**src/rtl/mem_port_arbiter_if.sv**
```systemverilog
// Request/response bundle linking the fetch and load/store requesters and the
// shared memory macro port to the arbiter.
interface mem_port_arbiter_if #(
  parameter int unsigned ADDR_W = 32,
  parameter int unsigned DATA_W = 32
);
  localparam int unsigned BE_W = DATA_W / 8;

  logic              i_req;
  logic [ADDR_W-1:0] i_addr;
  logic              i_gnt;
  logic              i_rvalid;
  logic [DATA_W-1:0] i_rdata;

  logic              d_req;
  logic [BE_W-1:0]   d_we;
  logic [ADDR_W-1:0] d_addr;
  logic [DATA_W-1:0] d_wdata;
  logic              d_gnt;
  logic              d_rvalid;
  logic [DATA_W-1:0] d_rdata;

  logic              m_en;
  logic [BE_W-1:0]   m_we;
  logic [ADDR_W-1:0] m_addr;
  logic [DATA_W-1:0] m_wdata;
  logic [DATA_W-1:0] m_rdata;

  // Arbiter side: answers both requesters and drives the memory port.
  modport slave (
    input  i_req, i_addr, d_req, d_we, d_addr, d_wdata, m_rdata,
    output i_gnt, i_rvalid, i_rdata, d_gnt, d_rvalid, d_rdata,
           m_en, m_we, m_addr, m_wdata
  );

  // Environment side: requesters plus the memory macro.
  modport master (
    output i_req, i_addr, d_req, d_we, d_addr, d_wdata, m_rdata,
    input  i_gnt, i_rvalid, i_rdata, d_gnt, d_rvalid, d_rdata,
           m_en, m_we, m_addr, m_wdata
  );
endinterface

```
**src/rtl/mem_port_arbiter.sv**
```systemverilog
// Shares one single-port memory between instruction fetch and load/store,
// with data priority and a bounded-wait guard that lets fetch through.
module mem_port_arbiter #(
  parameter int unsigned ADDR_W   = 32,
  parameter int unsigned DATA_W   = 32,
  parameter int unsigned RD_LAT   = 1,
  parameter int unsigned MAX_WAIT = 3
) (
  input  logic              clk,
  input  logic              rst,
  mem_port_arbiter_if.slave bus,
  output logic              busy
);
  localparam int unsigned BE_W   = DATA_W / 8;
  localparam int unsigned WAIT_W = 4;
  localparam int unsigned LAT_W  = 3;

  typedef enum logic [1:0] {
    IDLE   = 2'd0,
    ACCESS = 2'd1,
    RDWAIT = 2'd2
  } state_t;

  state_t            state;
  logic [WAIT_W-1:0] wait_cnt;
  logic [LAT_W-1:0]  lat_cnt;
  logic              win_fetch;
  logic              win_read;
  logic              fetch_win_c;
  logic              data_win_c;

  // Data wins by default; fetch wins when alone or after MAX_WAIT losses.
  always_comb begin
    fetch_win_c = 1'b0;
    data_win_c  = 1'b0;
    if (bus.i_req && (!bus.d_req || (wait_cnt >= WAIT_W'(MAX_WAIT)))) begin
      fetch_win_c = 1'b1;
    end else if (bus.d_req) begin
      data_win_c = 1'b1;
    end
  end

  always_ff @(posedge clk) begin
    if (rst) begin
      state        <= IDLE;
      wait_cnt     <= '0;
      lat_cnt      <= '0;
      win_fetch    <= 1'b0;
      win_read     <= 1'b0;
      busy         <= 1'b0;
      bus.i_gnt    <= 1'b0;
      bus.i_rvalid <= 1'b0;
      bus.i_rdata  <= DATA_W'(0);
      bus.d_gnt    <= 1'b0;
      bus.d_rvalid <= 1'b0;
      bus.d_rdata  <= DATA_W'(0);
      bus.m_en     <= 1'b0;
      bus.m_we     <= BE_W'(0);
      bus.m_addr   <= ADDR_W'(0);
      bus.m_wdata  <= DATA_W'(0);
    end else begin
      bus.i_gnt    <= 1'b0;
      bus.d_gnt    <= 1'b0;
      bus.i_rvalid <= 1'b0;
      bus.d_rvalid <= 1'b0;
      unique case (state)
        IDLE: begin
          // Count only the losses fetch actually suffers while requesting.
          if (!bus.i_req || fetch_win_c) begin
            wait_cnt <= '0;
          end else if (data_win_c && (wait_cnt != '1)) begin
            wait_cnt <= wait_cnt + WAIT_W'(1);
          end
          if (fetch_win_c) begin
            win_fetch  <= 1'b1;
            win_read   <= 1'b1;
            bus.m_addr <= bus.i_addr;
            bus.m_we   <= BE_W'(0);
            bus.i_gnt  <= 1'b1;
            bus.m_en   <= 1'b1;
            busy       <= 1'b1;
            state      <= ACCESS;
          end else if (data_win_c) begin
            win_fetch   <= 1'b0;
            win_read    <= (bus.d_we == BE_W'(0));
            bus.m_addr  <= bus.d_addr;
            bus.m_wdata <= bus.d_wdata;
            bus.m_we    <= bus.d_we;
            bus.d_gnt   <= 1'b1;
            bus.m_en    <= 1'b1;
            busy        <= 1'b1;
            state       <= ACCESS;
          end
        end
        ACCESS: begin
          bus.m_en <= 1'b0;
          bus.m_we <= BE_W'(0);
          lat_cnt  <= LAT_W'(RD_LAT);
          if (win_read) begin
            state <= RDWAIT;
          end else begin
            state <= IDLE;
            busy  <= 1'b0;
          end
        end
        RDWAIT: begin
          lat_cnt <= lat_cnt - LAT_W'(1);
          // Counter hits zero on this edge: memory data is valid now.
          if (lat_cnt == LAT_W'(1)) begin
            if (win_fetch) begin
              bus.i_rdata  <= bus.m_rdata;
              bus.i_rvalid <= 1'b1;
            end else begin
              bus.d_rdata  <= bus.m_rdata;
              bus.d_rvalid <= 1'b1;
            end
            state <= IDLE;
            busy  <= 1'b0;
          end
        end
        default: begin
          state    <= IDLE;
          busy     <= 1'b0;
          bus.m_en <= 1'b0;
          bus.m_we <= BE_W'(0);
        end
      endcase
    end
  end
endmodule

```
**src/flat_wrapper.sv**
```systemverilog
// flat-port wrapper written by rule: the top's interface ports become plain ports
module mem_port_arbiter_flat 
#(
  parameter int unsigned ADDR_W   = 32,
  parameter int unsigned DATA_W   = 32,
  parameter int unsigned RD_LAT   = 1,
  parameter int unsigned MAX_WAIT = 3
)
  (clk, rst, busy, bus_i_req, bus_i_addr, bus_d_req, bus_d_we, bus_d_addr, bus_d_wdata, bus_m_rdata, bus_i_gnt, bus_i_rvalid, bus_i_rdata, bus_d_gnt, bus_d_rvalid, bus_d_rdata, bus_m_en, bus_m_we, bus_m_addr, bus_m_wdata);
  mem_port_arbiter_if #(.ADDR_W(ADDR_W), .DATA_W(DATA_W)) bus_i ();
  input  logic clk;
  input  logic rst;
  output logic busy;
  input wire logic [$bits(bus_i.i_req)-1:0] bus_i_req;
  input wire logic [$bits(bus_i.i_addr)-1:0] bus_i_addr;
  input wire logic [$bits(bus_i.d_req)-1:0] bus_d_req;
  input wire logic [$bits(bus_i.d_we)-1:0] bus_d_we;
  input wire logic [$bits(bus_i.d_addr)-1:0] bus_d_addr;
  input wire logic [$bits(bus_i.d_wdata)-1:0] bus_d_wdata;
  input wire logic [$bits(bus_i.m_rdata)-1:0] bus_m_rdata;
  output wire logic [$bits(bus_i.i_gnt)-1:0] bus_i_gnt;
  output wire logic [$bits(bus_i.i_rvalid)-1:0] bus_i_rvalid;
  output wire logic [$bits(bus_i.i_rdata)-1:0] bus_i_rdata;
  output wire logic [$bits(bus_i.d_gnt)-1:0] bus_d_gnt;
  output wire logic [$bits(bus_i.d_rvalid)-1:0] bus_d_rvalid;
  output wire logic [$bits(bus_i.d_rdata)-1:0] bus_d_rdata;
  output wire logic [$bits(bus_i.m_en)-1:0] bus_m_en;
  output wire logic [$bits(bus_i.m_we)-1:0] bus_m_we;
  output wire logic [$bits(bus_i.m_addr)-1:0] bus_m_addr;
  output wire logic [$bits(bus_i.m_wdata)-1:0] bus_m_wdata;
  assign bus_i.i_req = bus_i_req;
  assign bus_i.i_addr = bus_i_addr;
  assign bus_i.d_req = bus_d_req;
  assign bus_i.d_we = bus_d_we;
  assign bus_i.d_addr = bus_d_addr;
  assign bus_i.d_wdata = bus_d_wdata;
  assign bus_i.m_rdata = bus_m_rdata;
  assign bus_i_gnt = bus_i.i_gnt;
  assign bus_i_rvalid = bus_i.i_rvalid;
  assign bus_i_rdata = bus_i.i_rdata;
  assign bus_d_gnt = bus_i.d_gnt;
  assign bus_d_rvalid = bus_i.d_rvalid;
  assign bus_d_rdata = bus_i.d_rdata;
  assign bus_m_en = bus_i.m_en;
  assign bus_m_we = bus_i.m_we;
  assign bus_m_addr = bus_i.m_addr;
  assign bus_m_wdata = bus_i.m_wdata;
  mem_port_arbiter #(.ADDR_W(ADDR_W), .DATA_W(DATA_W), .RD_LAT(RD_LAT), .MAX_WAIT(MAX_WAIT)) u_core (.clk(clk), .rst(rst), .bus(bus_i), .busy(busy));
endmodule
```
**config.mk**
```make
export PLATFORM = sky130hd
export DESIGN_NAME = mem_port_arbiter_flat
export DESIGN_NICKNAME = d
export VERILOG_FILES = /design/src/rtl/mem_port_arbiter_if.sv /design/src/rtl/mem_port_arbiter.sv /design/src/flat_wrapper.sv
export SDC_FILE = /design/constraint.sdc
export NUM_CORES = 1
export LEC_CHECK = 0
export CAP_MARGIN = 40
export CORE_MARGIN = 2
export CORE_UTILIZATION = 42
export CTS_BUF_LIST = sky130_fd_sc_hd__clkbuf_8
export DETAILED_ROUTE_END_ITERATION = 7
export GPL_ROUTABILITY_DRIVEN = 0
export PLACE_DENSITY = 0.83
export SLEW_MARGIN = 10
export SYNTH_ARGS = -nofsm -noshare
export SYNTH_HDL_FRONTEND = slang
export SYNTH_SLANG_ARGS = --single-unit
```
**constraint.sdc**
```tcl
create_clock -name clk -period 2.11 [get_ports clk]
set_input_delay 0.211 -clock clk [delete_from_list [all_inputs] [get_ports clk]]
set_output_delay 0.211 -clock clk [all_outputs]
set_load 0.02 [all_outputs]
```
* After elaboration in Yosys (flattened, before gate mapping)
Cells that the tools add are included.
** Word-level totals
- Word-level logic and storage cells :: 83
- Flip-flop bits (word level) :: 149
** Operators by class
- Bitwise logic cells :: 5
- Eq/ne operators :: 7
- Reduce and logical (&&, ||, !) cells :: 22
- Multiplexer cells :: 30
- Magnitude comparators :: 1
- Add/subtract/negate cells :: 2
** Operators by type and width (count)
- 2-to-1 mux 32 bit :: 2
- 2-to-1 mux 4 bit :: 4
- 2-to-1 mux 1 bit :: 15
- AND reduction 3 bit :: 4
- 2-to-1 mux 2 bit :: 4
- case mux 4 bit (2 select lines) :: 1
- AND reduction 2 bit :: 4
- case mux 2 bit (3 select lines) :: 1
- case mux 3 bit (2 select lines) :: 1
- nonzero test 2 bit :: 3
- OR reduction 3 bit :: 2
- inverter 1 bit :: 5
- adder 4 x 1 -> 4 bit (second input constant) :: 1
- greater-or-equal comparator 4 x 2 -> 1 bit (second input constant) :: 1
- zero test 4 bit :: 1
- inequality test 4 bit (second input constant) :: 1
- == test 3 x 1 -> 1 bit (second input constant) :: 1
- inequality test 3 x 1 -> 1 bit (second input constant) :: 1
- case mux 1 bit (3 select lines) :: 1
- subtractor 3 x 1 -> 3 bit (second input constant) :: 1
- == test 2 x 1 -> 1 bit (second input constant) :: 1
- == test 2 bit (second input constant) :: 1
- logical AND 1 bit :: 2
- zero test 1 bit :: 2
- 6 further kinds :: 7

* Logic depth before layout (Yosys ltp)
- Depth in word-level cells :: 7
- Mapped depth :: 9
- Mapped depth without buffers :: 6

* Worst setup path after synthesis
Ideal clock, no wire load.
- Path type :: flip-flop to flip-flop
- From :: register u_core.wait_cnt[0]
- To :: register u_core.win_fetch
- Path slack :: 0.272 ns
- Cell stages (with the launch flop) :: 8
- Path buffers :: 2
- Data required time :: 1.982 ns
- Library setup time :: 0.128 ns
- Period minus slack after synthesis :: 1.838 ns
- Arrival :: 1.710 ns
- Cells stage by stage :: dfxtp_1 > ha_1 > or4b_1 > and2_1 > buf_2 > clkbuf_1 > a22oi_1 > nor2_1
** Between the ends
- Cells in the longest elaborated chain, start to end :: 6
** Ends and longest elaborated chain
- start, declared :: line mem_port_arbiter.sv:25 : logic [WAIT_W-1:0] wait_cnt;
- start signal, assigned :: line mem_port_arbiter.sv:72 : wait_cnt <= wait_cnt + WAIT_W'(1);
- greater-or-equal comparator 4 x 2 -> 1 bit * :: line mem_port_arbiter.sv:36 : if (bus.i_req && (!bus.d_req || (wait_cnt >= WAIT_W'(MAX_WAIT)))) begin
- logical OR 1 bit * :: line mem_port_arbiter.sv:36
- logical AND 1 bit * :: line mem_port_arbiter.sv:36
- 2-to-1 mux 1 bit :: line mem_port_arbiter.sv:36
- nonzero test 2 bit (no line)
- AND reduction 2 bit (no line)
- end signal, assigned :: line mem_port_arbiter.sv:48 : win_fetch <= 1'b0;
- end signal, assigned :: line mem_port_arbiter.sv:75 : win_fetch <= 1'b1;
- end signal, assigned :: line mem_port_arbiter.sv:84 : win_fetch <= 1'b0;
- end, declared :: line mem_port_arbiter.sv:27 : logic win_fetch;
Every way passes the cells marked *; elsewhere a longest branch is shown, timed or not.
A chain may end at the register's enable or synchronous reset.

* Final worst setup path
- From :: register u_core.wait_cnt[0]
- To :: register u_core.bus.m_addr[18] in the netlist's numbering
** Between the ends
- Cells in the longest elaborated chain, start to end :: 6
** Ends and longest elaborated chain
- greater-or-equal comparator 4 x 2 -> 1 bit * :: line mem_port_arbiter.sv:36
- logical OR 1 bit * :: line mem_port_arbiter.sv:36
- logical AND 1 bit * :: line mem_port_arbiter.sv:36
- 2-to-1 mux 1 bit :: line mem_port_arbiter.sv:36
- nonzero test 2 bit (no line)
- AND reduction 2 bit (no line)
- end signal, assigned :: line mem_port_arbiter.sv:77 : bus.m_addr <= bus.i_addr;
- end signal, assigned :: line mem_port_arbiter.sv:86 : bus.m_addr <= bus.d_addr;
- end, declared :: line mem_port_arbiter_if.sv:33 : m_en, m_we, m_addr, m_wdata
Marked as above.

==> impl_metrics.tcl <==
set metrics [dict create \
    grt_overflow_total 0 \
    cp_slowest_stage_delay_ns 0.49 \
    cts-resized-gates 0 \
    cts_tree "built" \
    cts_setup_buffers 0 \
    max-clock-path-buffers 2 \
    yosysWarnings 0 \
    placed_cells 1105 \
    postPlaceCellArea_um2 8480 \
    antenna_found_initial 0 \
    grt_start_max_net_pins 78 \
    ys_seq_area_frac 0.541 \
    numPortBuffers 273 \
    cts_max_level 4 \
    nets 1094 \
    ioPinCount 274 \
    drt_wl_total_um 16700 \
    cts.clk_slew.worst_paths_ns 0.07 \
    vias 5628 \
    area_growth_pct 61.5 \
    first_pass_iters 5 \
    final_area_um2 8910 \
    cp-start-kind "flip-flop" \
    rsz0062_at_grt "false" \
    slew_viol_final 0 \
    max_slew.worst_pin.slew_ns 0.717 \
    cap_violations 0 \
    fin_cells 1136 \
    die_area_um2 14100 \
    drive_gt1_frac 0.0529 \
    syn_avg_cell_area_um2 7.96 \
    ant_nets 0 \
    crit_family "simple AND/OR/NAND/NOR gates" \
    synth_top_area_cell "dfxtp_1" \
    drc_errors 0 \
    start_util 0.434 \
    wl_per_cell_um 14.7 \
    cts_root_buf "clkbuf_8" \
    ir_worst_vdd_v 0.000523 \
    pre_cts_ws_ns 0.0653 \
    numCtsBuffers 17 \
    cp_max_fo 17 \
    layout_common_cells "clkdlybuf4s50_1 (272), nand2_1 (227), dfxtp_1 (149)" \
    synthTopCellsByArea "dfxtp_1 (54%), nand2_1 (15%), a21oi_1 (12%), a211oi_1 (4.5%), nor2_1 (3.3%)" \
    n_antenna_cell 0 \
    power_density_nw_per_um2 738 \
    synth_cell_type_count 30 \
    core_area_um2 12700 \
    hpwl_um 11800 \
    clk_latency_ns 0.44 \
    setup_ws_ns 0.175 \
    report.final.hold_viol_count 0 \
    grt_usage 0.238 \
    cp.arrival_ns 2.22 \
    cts_hold_buf 0 \
    hp-class "input port to flip-flop" \
    criticalPathCategory "flip-flop to flip-flop" \
    synth_cells 693 \
    fmax_mhz 517 \
    die_w_um 119 \
    finalSetupViolations 0 \
    syn_area_um2 5520 \
    p_leak_uw 0.00327 \
    status "finished, final reports clean" \
    die_h_um 119 \
    synth-seq-cells 149 \
    max-slew-margin-rel 0.522 \
    cp_slowest_cell "or4b_1" \
    grt_pass1_vias 5413 \
    num_rows 41 \
    grt_pass1_wl_um 26800 \
    fin_skew_ns 0.0114 \
    required_ns 2.39 \
    synth_top_area_frac 0.541 \
    min_period_over_period 0.917 \
    clock_sinks 149 \
    final_common_cell "clkdlybuf4s50_1" \
    path_cells "ha_1, or4b_1, and2_1, buf_4, a21oi_1, a211oi_1" \
    timing.hold.ws_ns 0.196 \
    min_period_ns 1.94 \
    via_per_inst 4.95 \
    final.setup.tns_ns 0 \
    critPathBufInv 1 \
    drt_iter0_drc 405 \
    synth_fp_nets 835 \
    endpoint_kind "flip-flop" \
]
layer usage:
layer,vias to the layer above,share of wire,global-route usage
li1,2813,-,-
met4,0,0.029,0.0997
met5,-,0,0
met1,2566,0.41,0.287
met3,38,0.069,0.0700
met2,211,0.49,0.393
per-stage QoR:
| stage | utilization | power (uW) |
|---|---|---|
| final | 0.700 | 6570 |
| after global routing | 0.700 | 6860 |
| after CTS | 0.700 | 6630 |
| after detailed placement | 0.666 | 4250 |
| after global placement | 0.666 | 4230 |
| after floorplan | - | 3600 |
power breakdown:
part,internal (uW),switching [uW]
registers,2950,69.4
clock network,1360,1020
logic,596,571
cells by family (layout without fill, tap and decap cells):
kind of cell / after synthesis / count (layout) / share of synthesized area
and+or+nand+nor: 299 / 299 / 0.218
AOI/OAI and AO/OA: 180 / 180 / 0.184
DFF: 149 / 149 / 0.541
buffers and inverters: 58 / 329 / 0.0422
adders and majority gates: 6 / 6 / 0.0136
muxes: 1 / 1 / 0.00181
Yosys cell counts:
cell type / n
nand2_1: 227
dfxtp_1: 149
a21oi_1: 133
nor2_1: 49
clkbuf_1: 39
a211oi_1: 33
buf_2: 12
ha_1: 6
inv_1: 6
a22o_1: 5
and3_1: 3
nand2b_1: 3
nand3_1: 3
o21ai_0: 3
a32oi_1: 2
and2_1: 2
nand3b_1: 2
nor2b_1: 2
nor3_1: 2
nor3b_1: 2
a22oi_1: 1
and3b_1: 1
buf_1: 1
mux2i_1: 1
nor4_1: 1
nor4_4: 1
o21ai_1: 1
o22ai_1: 1
o31ai_1: 1
or4b_1: 1
sequential cells by signal, indices dropped and copies added, names as in the netlist, 2 cells and up:
signal,count
u_core.bus.m_we,4
u_core.wait_cnt,4
u_core.bus.m_addr,32
u_core.bus.m_wdata,32
u_core.lat_cnt,3
u_core.bus.d_rdata,32
u_core.state,2
u_core.bus.i_rdata,32
worst reg2reg max path, delay by kind of cell (launching register included):
kind,cells,cell delay (ns)
flip-flops,1,0.33
buffers and inverters,1,0.22
AO/OA/AOI/OAI,2,0.28
adder cells (fa/ha/maj),1,0.22
AND/OR/NAND/NOR,2,0.73
area by class of cell:
type	instances	area [um^2]
fill	1022	3810
tap	172	215
clock inverter	11	159
clock buffer	20	275
multi-input combinational	486	2310
sequential	149	2980
inverter	6	22.5
timing repair buffer	292	2950
final timing paths:
kind	start	endpoint	slack (ns)	cells past startpoint
worst max-delay path	u_core.wait_cnt[0]	u_core.bus.m_addr[18]	0.17	6
worst min-delay path	rst	u_core.bus.i_gnt	0.20	3
worst max register to register	u_core.wait_cnt[0]	u_core.bus.m_addr[18]	0.17	6
worst min register to register	u_core.bus.i_rdata[16]	u_core.bus.i_rdata[16]	0.45	2
(Power assumes the default switching activity.)
